==> src/rtl/slc3_isdu_lite.sv <==
// ---------------------------------------------------------------------------
// slc3_isdu_lite
//
// Instruction-sequence control unit for the SLC-3 datapath. One state per
// clock. It handles start via Run, a three-step fetch with a configurable
// memory wait, decode, and execute for ADD, AND, NOT, BR, JMP and PAUSE.
// Any other opcode runs as a NOP and goes straight back to fetch.
//
// Ports:
//   Clk, Reset          clock (rising edge), asynchronous active-low reset
//   Run, Continue       start request / resume-from-pause, level inputs
//   Opcode, IR_5, BEN   IR[15:12], IR[5], and the branch-enable flag
//   LD_*                register load strobes
//   Gate*               bus drivers, at most one high in any state
//   PCMUX, DRMUX, SR1MUX, SR2MUX, ADDR1MUX, ADDR2MUX, ALUK   mux selects
//   Mem_OE, Mem_WE      memory strobes (Mem_WE is never used here)
//   State               encoded current state, for debug
//
// State encoding (fixed so the bench and debug tools can read State):
//   0 HALTED, 1 FETCH1, 2 FETCH2W, 3 FETCH2, 4 FETCH3, 5 DECODE,
//   6 ADD, 7 AND, 8 NOT, 9 BR, 10 BR_TAKE, 11 JMP, 12 PAUSE_IR1,
//   13 PAUSE_IR2. Any other value returns to HALTED.
// ---------------------------------------------------------------------------
module slc3_isdu_lite #(
   parameter int         MEM_WAIT  = 2,
   parameter logic [3:0] PAUSE_OPC = 4'b1101
) (
   input  logic       Clk,
   input  logic       Reset,
   input  logic       Run,
   input  logic       Continue,
   input  logic [3:0] Opcode,
   input  logic       IR_5,
   input  logic       BEN,
   output logic       LD_MAR,
   output logic       LD_MDR,
   output logic       LD_IR,
   output logic       LD_PC,
   output logic       LD_REG,
   output logic       LD_CC,
   output logic       LD_BEN,
   output logic       LD_LED,
   output logic       GatePC,
   output logic       GateMDR,
   output logic       GateALU,
   output logic       GateMARMUX,
   output logic [1:0] PCMUX,
   output logic       DRMUX,
   output logic       SR1MUX,
   output logic       SR2MUX,
   output logic       ADDR1MUX,
   output logic [1:0] ADDR2MUX,
   output logic [1:0] ALUK,
   output logic       Mem_OE,
   output logic       Mem_WE,
   output logic [4:0] State
);

   typedef enum logic [4:0] {
      HALTED    = 5'd0,
      FETCH1    = 5'd1,
      FETCH2W   = 5'd2,
      FETCH2    = 5'd3,
      FETCH3    = 5'd4,
      DECODE    = 5'd5,
      EX_ADD    = 5'd6,
      EX_AND    = 5'd7,
      EX_NOT    = 5'd8,
      EX_BR     = 5'd9,
      BR_TAKE   = 5'd10,
      EX_JMP    = 5'd11,
      PAUSE_IR1 = 5'd12,
      PAUSE_IR2 = 5'd13
   } state_t;

   state_t     state_q, state_d;
   logic [2:0] waitCnt_q, waitCnt_d;
   logic       runPrev_q;
   logic       ledDone_q;
   logic       ir5_q;
   logic       waitDone;

   // The wait state lasts MEM_WAIT cycles, but never less than one, so a
   // zero wait still passes through FETCH2W once.
   assign waitDone = (int'(waitCnt_q) + 1 >= MEM_WAIT);

   // State and bookkeeping registers. runPrev_q resets high so that a Run
   // level held through reset is not mistaken for a fresh start request.
   // ledDone_q remembers that the previous cycle was already PAUSE_IR1,
   // which turns LD_LED into a one-cycle pulse on entry. ir5_q keeps SR2MUX
   // a pure function of registered state; IR is stable from DECODE onward.
   always_ff @(posedge Clk or negedge Reset) begin
      if (!Reset) begin
         state_q   <= HALTED;
         waitCnt_q <= 3'd0;
         runPrev_q <= 1'b1;
         ledDone_q <= 1'b0;
         ir5_q     <= 1'b0;
      end else begin
         state_q   <= state_d;
         waitCnt_q <= waitCnt_d;
         runPrev_q <= Run;
         ledDone_q <= (state_q == PAUSE_IR1);
         ir5_q     <= IR_5;
      end
   end

   // Next-state logic. The wait counter is only live inside FETCH2W and
   // is zero everywhere else, so every fetch starts its wait from scratch.
   always_comb begin
      state_d   = state_q;
      waitCnt_d = 3'd0;
      case (state_q)
         HALTED:    if (Run && !runPrev_q) state_d = FETCH1;
         FETCH1:    state_d = FETCH2W;
         FETCH2W: begin
            if (waitDone) state_d = FETCH2;
            else          waitCnt_d = waitCnt_q + 3'd1;
         end
         FETCH2:    state_d = FETCH3;
         FETCH3:    state_d = DECODE;
         DECODE: begin
            if (Opcode == PAUSE_OPC) begin
               state_d = PAUSE_IR1;
            end else begin
               case (Opcode)
                  4'b0001: state_d = EX_ADD;
                  4'b0101: state_d = EX_AND;
                  4'b1001: state_d = EX_NOT;
                  4'b0000: state_d = EX_BR;
                  4'b1100: state_d = EX_JMP;
                  default: state_d = FETCH1;
               endcase
            end
         end
         EX_ADD, EX_AND, EX_NOT, EX_JMP, BR_TAKE: state_d = FETCH1;
         EX_BR:     state_d = BEN ? BR_TAKE : FETCH1;
         PAUSE_IR1: if (Continue)  state_d = PAUSE_IR2;
         PAUSE_IR2: if (!Continue) state_d = FETCH1;
         default:   state_d = HALTED;
      endcase
   end

   // Moore output decode: every strobe is a function of registered state
   // only. Everything defaults to zero and each state raises what it needs.
   always_comb begin
      LD_MAR     = 1'b0;
      LD_MDR     = 1'b0;
      LD_IR      = 1'b0;
      LD_PC      = 1'b0;
      LD_REG     = 1'b0;
      LD_CC      = 1'b0;
      LD_BEN     = 1'b0;
      LD_LED     = 1'b0;
      GatePC     = 1'b0;
      GateMDR    = 1'b0;
      GateALU    = 1'b0;
      GateMARMUX = 1'b0;
      PCMUX      = 2'b00;
      DRMUX      = 1'b0;
      SR1MUX     = 1'b0;
      SR2MUX     = 1'b0;
      ADDR1MUX   = 1'b0;
      ADDR2MUX   = 2'b00;
      ALUK       = 2'b00;
      Mem_OE     = 1'b0;
      Mem_WE     = 1'b0;
      case (state_q)
         FETCH1: begin
            GatePC = 1'b1;
            LD_MAR = 1'b1;
            PCMUX  = 2'b00;
            LD_PC  = 1'b1;
         end
         FETCH2W: Mem_OE = 1'b1;
         FETCH2: begin
            Mem_OE = 1'b1;
            LD_MDR = 1'b1;
         end
         FETCH3: begin
            GateMDR = 1'b1;
            LD_IR   = 1'b1;
         end
         DECODE: LD_BEN = 1'b1;
         EX_ADD, EX_AND: begin
            SR1MUX  = 1'b1;
            SR2MUX  = ir5_q;
            ALUK    = (state_q == EX_AND) ? 2'b01 : 2'b00;
            GateALU = 1'b1;
            LD_REG  = 1'b1;
            LD_CC   = 1'b1;
         end
         EX_NOT: begin
            ALUK    = 2'b10;
            SR1MUX  = 1'b1;
            GateALU = 1'b1;
            LD_REG  = 1'b1;
            LD_CC   = 1'b1;
         end
         BR_TAKE: begin
            ADDR1MUX = 1'b0;
            ADDR2MUX = 2'b10;
            PCMUX    = 2'b10;
            LD_PC    = 1'b1;
         end
         EX_JMP: begin
            SR1MUX   = 1'b1;
            ADDR1MUX = 1'b1;
            ADDR2MUX = 2'b00;
            PCMUX    = 2'b10;
            LD_PC    = 1'b1;
         end
         PAUSE_IR1: LD_LED = !ledDone_q;
         default: ;
      endcase
   end

   assign State = state_q;

endmodule

==> config.mk <==
export PLATFORM = sky130hd
export DESIGN_NAME = slc3_isdu_lite
export DESIGN_NICKNAME = d
export VERILOG_FILES = /design/src/rtl/slc3_isdu_lite.sv
export SDC_FILE = /design/constraint.sdc
export NUM_CORES = 1
export LEC_CHECK = 0
export BUFFER_PORTS_ARGS = -buffer_cell sky130_fd_sc_hd__buf_2
export CAP_MARGIN = 20
export CORE_MARGIN = 10
export CORE_UTILIZATION = 48
export DETAILED_ROUTE_END_ITERATION = 6
export PLACE_DENSITY = 0.88
export REMOVE_ABC_BUFFERS = 1
export SYNTH_ARGS = -nofsm -noshare
export SYNTH_HDL_FRONTEND = slang
export SYNTH_SLANG_ARGS = --single-unit
export TNS_END_PERCENT = 20
==> constraint.sdc <==
create_clock -name Clk -period 3.9 [get_ports Clk]
set_input_delay 0.585 -clock Clk [delete_from_list [all_inputs] [get_ports Clk]]
set_output_delay 0.585 -clock Clk [all_outputs]
set_load 0.005 [all_outputs]
After elaboration in Yosys (flattened, before gate mapping)
Index checks and enable logic that the tools add are counted.
{ "classes": {"n_lt_le_gt_ge": 1, "muxes": 25, "n_reduce_logical": 13, "eq_ne": 22, "add_sub_neg": 2} }
{ "op_table": {"columns": ["cell", "n"], "rows": [
  ["$pmux W5 S10", 1],
  ["$eq A5 B4 Y1 const B", 6],
  ["$eq A5 B3 Y1 const B", 4],
  ["$mux W5", 4],
  ["$pmux W4 S5", 1],
  ["$eq A4 B4 Y1 const B", 3],
  ["$mux W1", 12],
  ["$eq A5 B2 Y1 const B", 2],
  ["$mux W4", 2],
  ["$ne A2 B2 Y1 const B", 4],
  ["$mux W3", 2],
  ["$reduce_or A2 Y1", 3],
  ["$reduce_or A3 Y1", 2],
  ["$eq A5 B1 Y1 const B", 1],
  ["$logic_not A5 Y1", 1],
  ["$reduce_or A5 Y1", 1],
  ["$add A3 B1 Y4 const B", 1],
  ["$eq A4 B1 Y1 const B", 1],
  ["$eq A4 B3 Y1 const B", 1],
  ["$ge A4 B2 Y1 const B", 1],
  ["$logic_not A4 Y1", 1],
  ["$mux W2", 2],
  ["$pmux W2 S2", 1],
  ["$reduce_and A4 Y1", 1],
  ["4 further kinds", 5]
]} }
{ "totals": {"input_bits": 10, "output_inout_bits": 29, "wordCells": 68, "reg_bits": 11} }

Logic depth before layout (Yosys ltp)
{ "depth": {"depth_word": 4, "mapped_depth": 7, "mapped_depth_nobuf": 7} }

Worst setup path after synthesis
OpenSTA, ideal clock, no wires.
{ "synth_timing": {"path_type": "reg2out", "start": "reg state_q[1], in the netlist State[1]", "end": "out LD_CC", "stages_incl_launch_ff": 5, "t_required_ns": 3.315, "slack_ns": 2.032, "n_path_buf": 2, "arrival_time_ns": 1.283, "path_cell_list": "dfrtp_1 clkbuf_1 inv_1 o21ai_0 buf_4"} }
{ "synth_via": {"elab_chain_len": 3} }
{ "synth_lines": {"columns": ["item", "line_no", "text"], "rows": [
  ["from (decl)", "76", "state_t state_q, state_d;"],
  ["from (signal assigned)", "100", "state_q <= state_d;"],
  ["$eq A5 B3 Y1 / $eq A5 B4 Y1 (equally long branches)", null, null],
  ["$reduce_or A3 Y1 (no source line) (*)", null, null],
  ["$mux W1 (*)", null, null],
  ["to (decl)", "40", "output logic LD_CC,"]
]} }
Every way passes the cells marked *; elsewhere a longest branch is shown, timed or not.

Worst setup path in the final report
{ "layout_timing": {"start": "reg state_q[3], in the netlist State[3]", "end": "out GateALU"} }
{ "layout_via": {"elab_chain_len": 3} }
{ "layout_lines": {"columns": ["item", "line_no", "text"], "rows": [
  ["$eq A5 B3 Y1 / $eq A5 B4 Y1 (equally long branches)", "168", "case (state_q)"],
  ["$reduce_or A3 Y1 (no source line) (*)", null, null],
  ["$mux W1 (*)", "168", null],
  ["to (decl)", "45", "output logic GateALU,"]
]} }
Marks and branches as above.

==> reports/metrics.csv <==
stage,metric,value,unit
outcome,status,"finished, final reports clean",
critical_path,RR Endpoint,State[3],
critical_path,Critical Path RT,3.31,ns
pwr,worst vdd ir,0.3635,mV
cts,Clock Pin Slew Worst Setup and Hold Paths,0.06,ns
grt,total grt overflow,0,
yosys,Simple-Gate Fraction of Synth Area,0.2755,
routing,Final ANT Viol Nets,0,
run,maxcap violations,0,
yosys,"Top FF cell, synth",dfrtp_1,
floorplan,Initial Util,0.5156,
yosys,sequential fraction of the synthesis area,0.3201,
timing,Max Clk Rate,478.4,MHz
routing,Vias/cell,5.099,
yosys,complex-gate fraction of the synthesized area,0.1545,
cts,root buffer cell,clkbuf_4,
finish,fillers,160,
timing,fin worst setup slack,1.810,ns
timing,final hold vios,0,
yosys,"FF+latch count, synth",10,
critical_path,crit path kind,flop to primary output,
placed_design,Placer Congestion,0.7579,
finish,share of cells above drive strength 1,0.3254,
cts,Post-CTS Setup Bufs,0,
yosys,Netlist cell types,34,
timing,Slew HR,0.6168,
critical_path,reg2reg start,State[2],
floorplan,Core Region,1524,um^2
finish,Layout area overhead,15.45,%
yosys,syn_area_per_cell,8.018,um^2
critical_path,startpoint types,flop,
yosys,Post-synth EDFFs,0,
yosys,Synth Cell Area,785.8,um^2
floorplan,Die X,60.46,um
timing,Pins Over Slew Limit,0,
critical_path,Critical Path AT,1.51,ns
yosys,fraction of the mapped netlist area in adder cells,0.03185,
cts,Hold Buf Count CTS,0,
cts,post_cts resized,0,
timing,Clock Skew,0.002900,ns
finish,Layout Nets,139,
routing,DR vias,724,
cts,htree depth,1,
timing,fin crit share,0.5360,
cts,CTS Buf Count,3,
floorplan,die area,3655,um^2
critical_path,Worst Path Max Fanout,10,
grt,initial antenna violation count,0,
timing,Setup Viol. Count Final,0,
placed_design,IO Port Bufs,32,
grt,vias in the first global route,718,
routing,1st-iter DRT viols,8,
grt,pin count of the biggest net entering global routing,16,
timing,Tmin final,2.090,ns
timing,Tightest Pin Transition,0.5749,ns
cts,CTS tree,done,
cts,Worst-Skew Late Latency,0.25,ns
yosys,Synthesis Warnings,0,
yosys,ranking of synthesized cells by area,"dfrtp_1 29%, buf_4 9.6%, nor2_1 6.7%",
yosys,largest area contributor in the netlist,dfrtp_1,
routing,Post-Route WL,1944,um
finish,Antenna Cells,0,
timing,setup TNS,0,ns
routing,Avg WL per Cell,13.69,um
pwr,PD cells,618.4,nW/um^2
pwr,leakage,0.0005222,uW
floorplan,die span in y,60.46,um
yosys,largest family of logic cells by synthesized area,simple AND/OR/NAND/NOR gates,
routing,TritonRoute pass-1 iters,4,
yosys,Synth top area share,0.2866,
yosys,"Async S/R FF share, synth",1.000,
yosys,post-synthesis xor/xnor area fraction,0.01115,
routing,DRC violations left,0,
hold_path,Hold Crit Class,input port to async pin,
timing,unrepaired setup endpoints after global routing,false,
yosys,Post-Syn Instances,98,
placed_design,Place WS,2.111,ns
floorplan,FP Rows,14,
cts,Clock Sinks,10,
cts,Max Root-Sink Buffers,2,
grt,first-pass GRT wire length,3070,um
placed_design,DP Wirelength,1625,um
grt,gr usage total,0.1032,
yosys,mux cell area share after synthesis,0.02707,
floorplan,I/O pin cnt,39,
critical_path,r2r setup slk,2.14,ns
critical_path,worst reg-to-reg path cell count,5,
critical_path,crit end category,primary output,
-- critical path, cell delays in order, from the launching register on --
cell	delay (ns)
dfrtp_1	0.51
inv_1	0.10
nor2_1	0.23
nand2_1	0.12
o21ai_0	0.13
buf_2	0.17
-- cells by family (layout without fill, tap and decap cells) --
| logic type | after synthesis | count (layout) |
|---|---|---|
| simple gates | 40 | 40 |
| flops | 10 | 10 |
| mux | 2 | 2 |
| fa+ha+maj | 2 | 2 |
| buf+inv | 22 | 43 |
| other cells | 1 | 8 |
| compound gates | 20 | 20 |
| xor+xnor | 1 | 1 |
-- placed cells by master, fill, tap and decap left out, types with 2 or more instances in the layout --
cell,instances
conb_1,8
clkbuf_4,3
nand2_1,10
inv_1,7
ha_1,2
o21ai_0,3
o22ai_1,2
nor2b_1,2
and3_1,2
a21oi_1,5
nand2b_1,2
buf_2,32
nor2_1,14
dfrtp_1,9
nor3_1,4
o21ai_1,4
-- metrics by stage --
stage / area, um^2 / std cells / utilization / power (uW) / hold WS [ns]
2_1_floorplan: 700.7 / 90 / - / 360.7 / 0.2894
4_1_cts: 907.1 / 142 / 0.5952 / 567.0 / 0.1756
6_report: 907.1 / 142 / 0.5952 / 561.0 / 0.1800
3_5_place_dp: 880.8 / 138 / 0.5780 / 494.8 / 0.4512
3_3_place_gp: 880.8 / 138 / 0.5780 / 483.8 / 0.4462
5_1_grt: 907.1 / 142 / 0.5952 / 619.6 / 0.1677
-- cell usage after synthesis, drive strengths merged (2+ instances only) --
cell type and number:
nor2 14, a21oi 5, dfrtp 9, buf 14, inv 7, o22ai 2, nor3 4, nand2b 3
ha 2, o21ai 8, and3 2, nor4 2, nand2 10, nor2b 2
-- registers in the layout (all words and copies together), names as in the netlist --
signal	cells
runPrev_q	1
ir5_q	1
waitCnt_q	3
State	4
ledDone_q	1
-- report_power, final --
group          leakage (uW)  internal, uW  switching (uW)  total [uW]
clock network     0.0000150          39.2            28.8        68.0
logic              0.000383           137             163         300
registers          0.000124           126            67.4         193
total              0.000522           302             259         561
-- cell type report --
type                            instances  area, um^2  share of cell area
Inverter                                7       26.28             0.02897
Timing Repair Buffer                   32       160.2              0.1766
Sequential cell                        10       251.5              0.2772
Clock buffer                            4       26.28             0.02897
Tap cell                               16       20.02             0.02207
Multi-Input combinational cell         73       422.9              0.4662
-- worst max path at each step --
stage               startpoint  endpoint  slack, ns  cells after the start
floorplan             State[3]   GateALU       2.22                      2
global placement      State[2]    SR1MUX       2.13                      4
detailed placement    State[2]   GateALU       2.11                      3
CTS                   State[2]   GateALU       1.82                      3
global route          State[1]   GateALU       1.58                      3
finish                State[3]   GateALU       1.81                      5
-- routing by layer --
layer | track usage | part of all wire | vias to the layer above
met5 | 0 | 0 | -
met4 | 0.04389 | 0.011 | 0
met3 | 0.03340 | 0.14 | 2
met2 | 0.1706 | 0.45 | 37
met1 | 0.1196 | 0.40 | 319
li1 | - | - | 366
No activity file was read; power rests on OpenSTA's default activity.
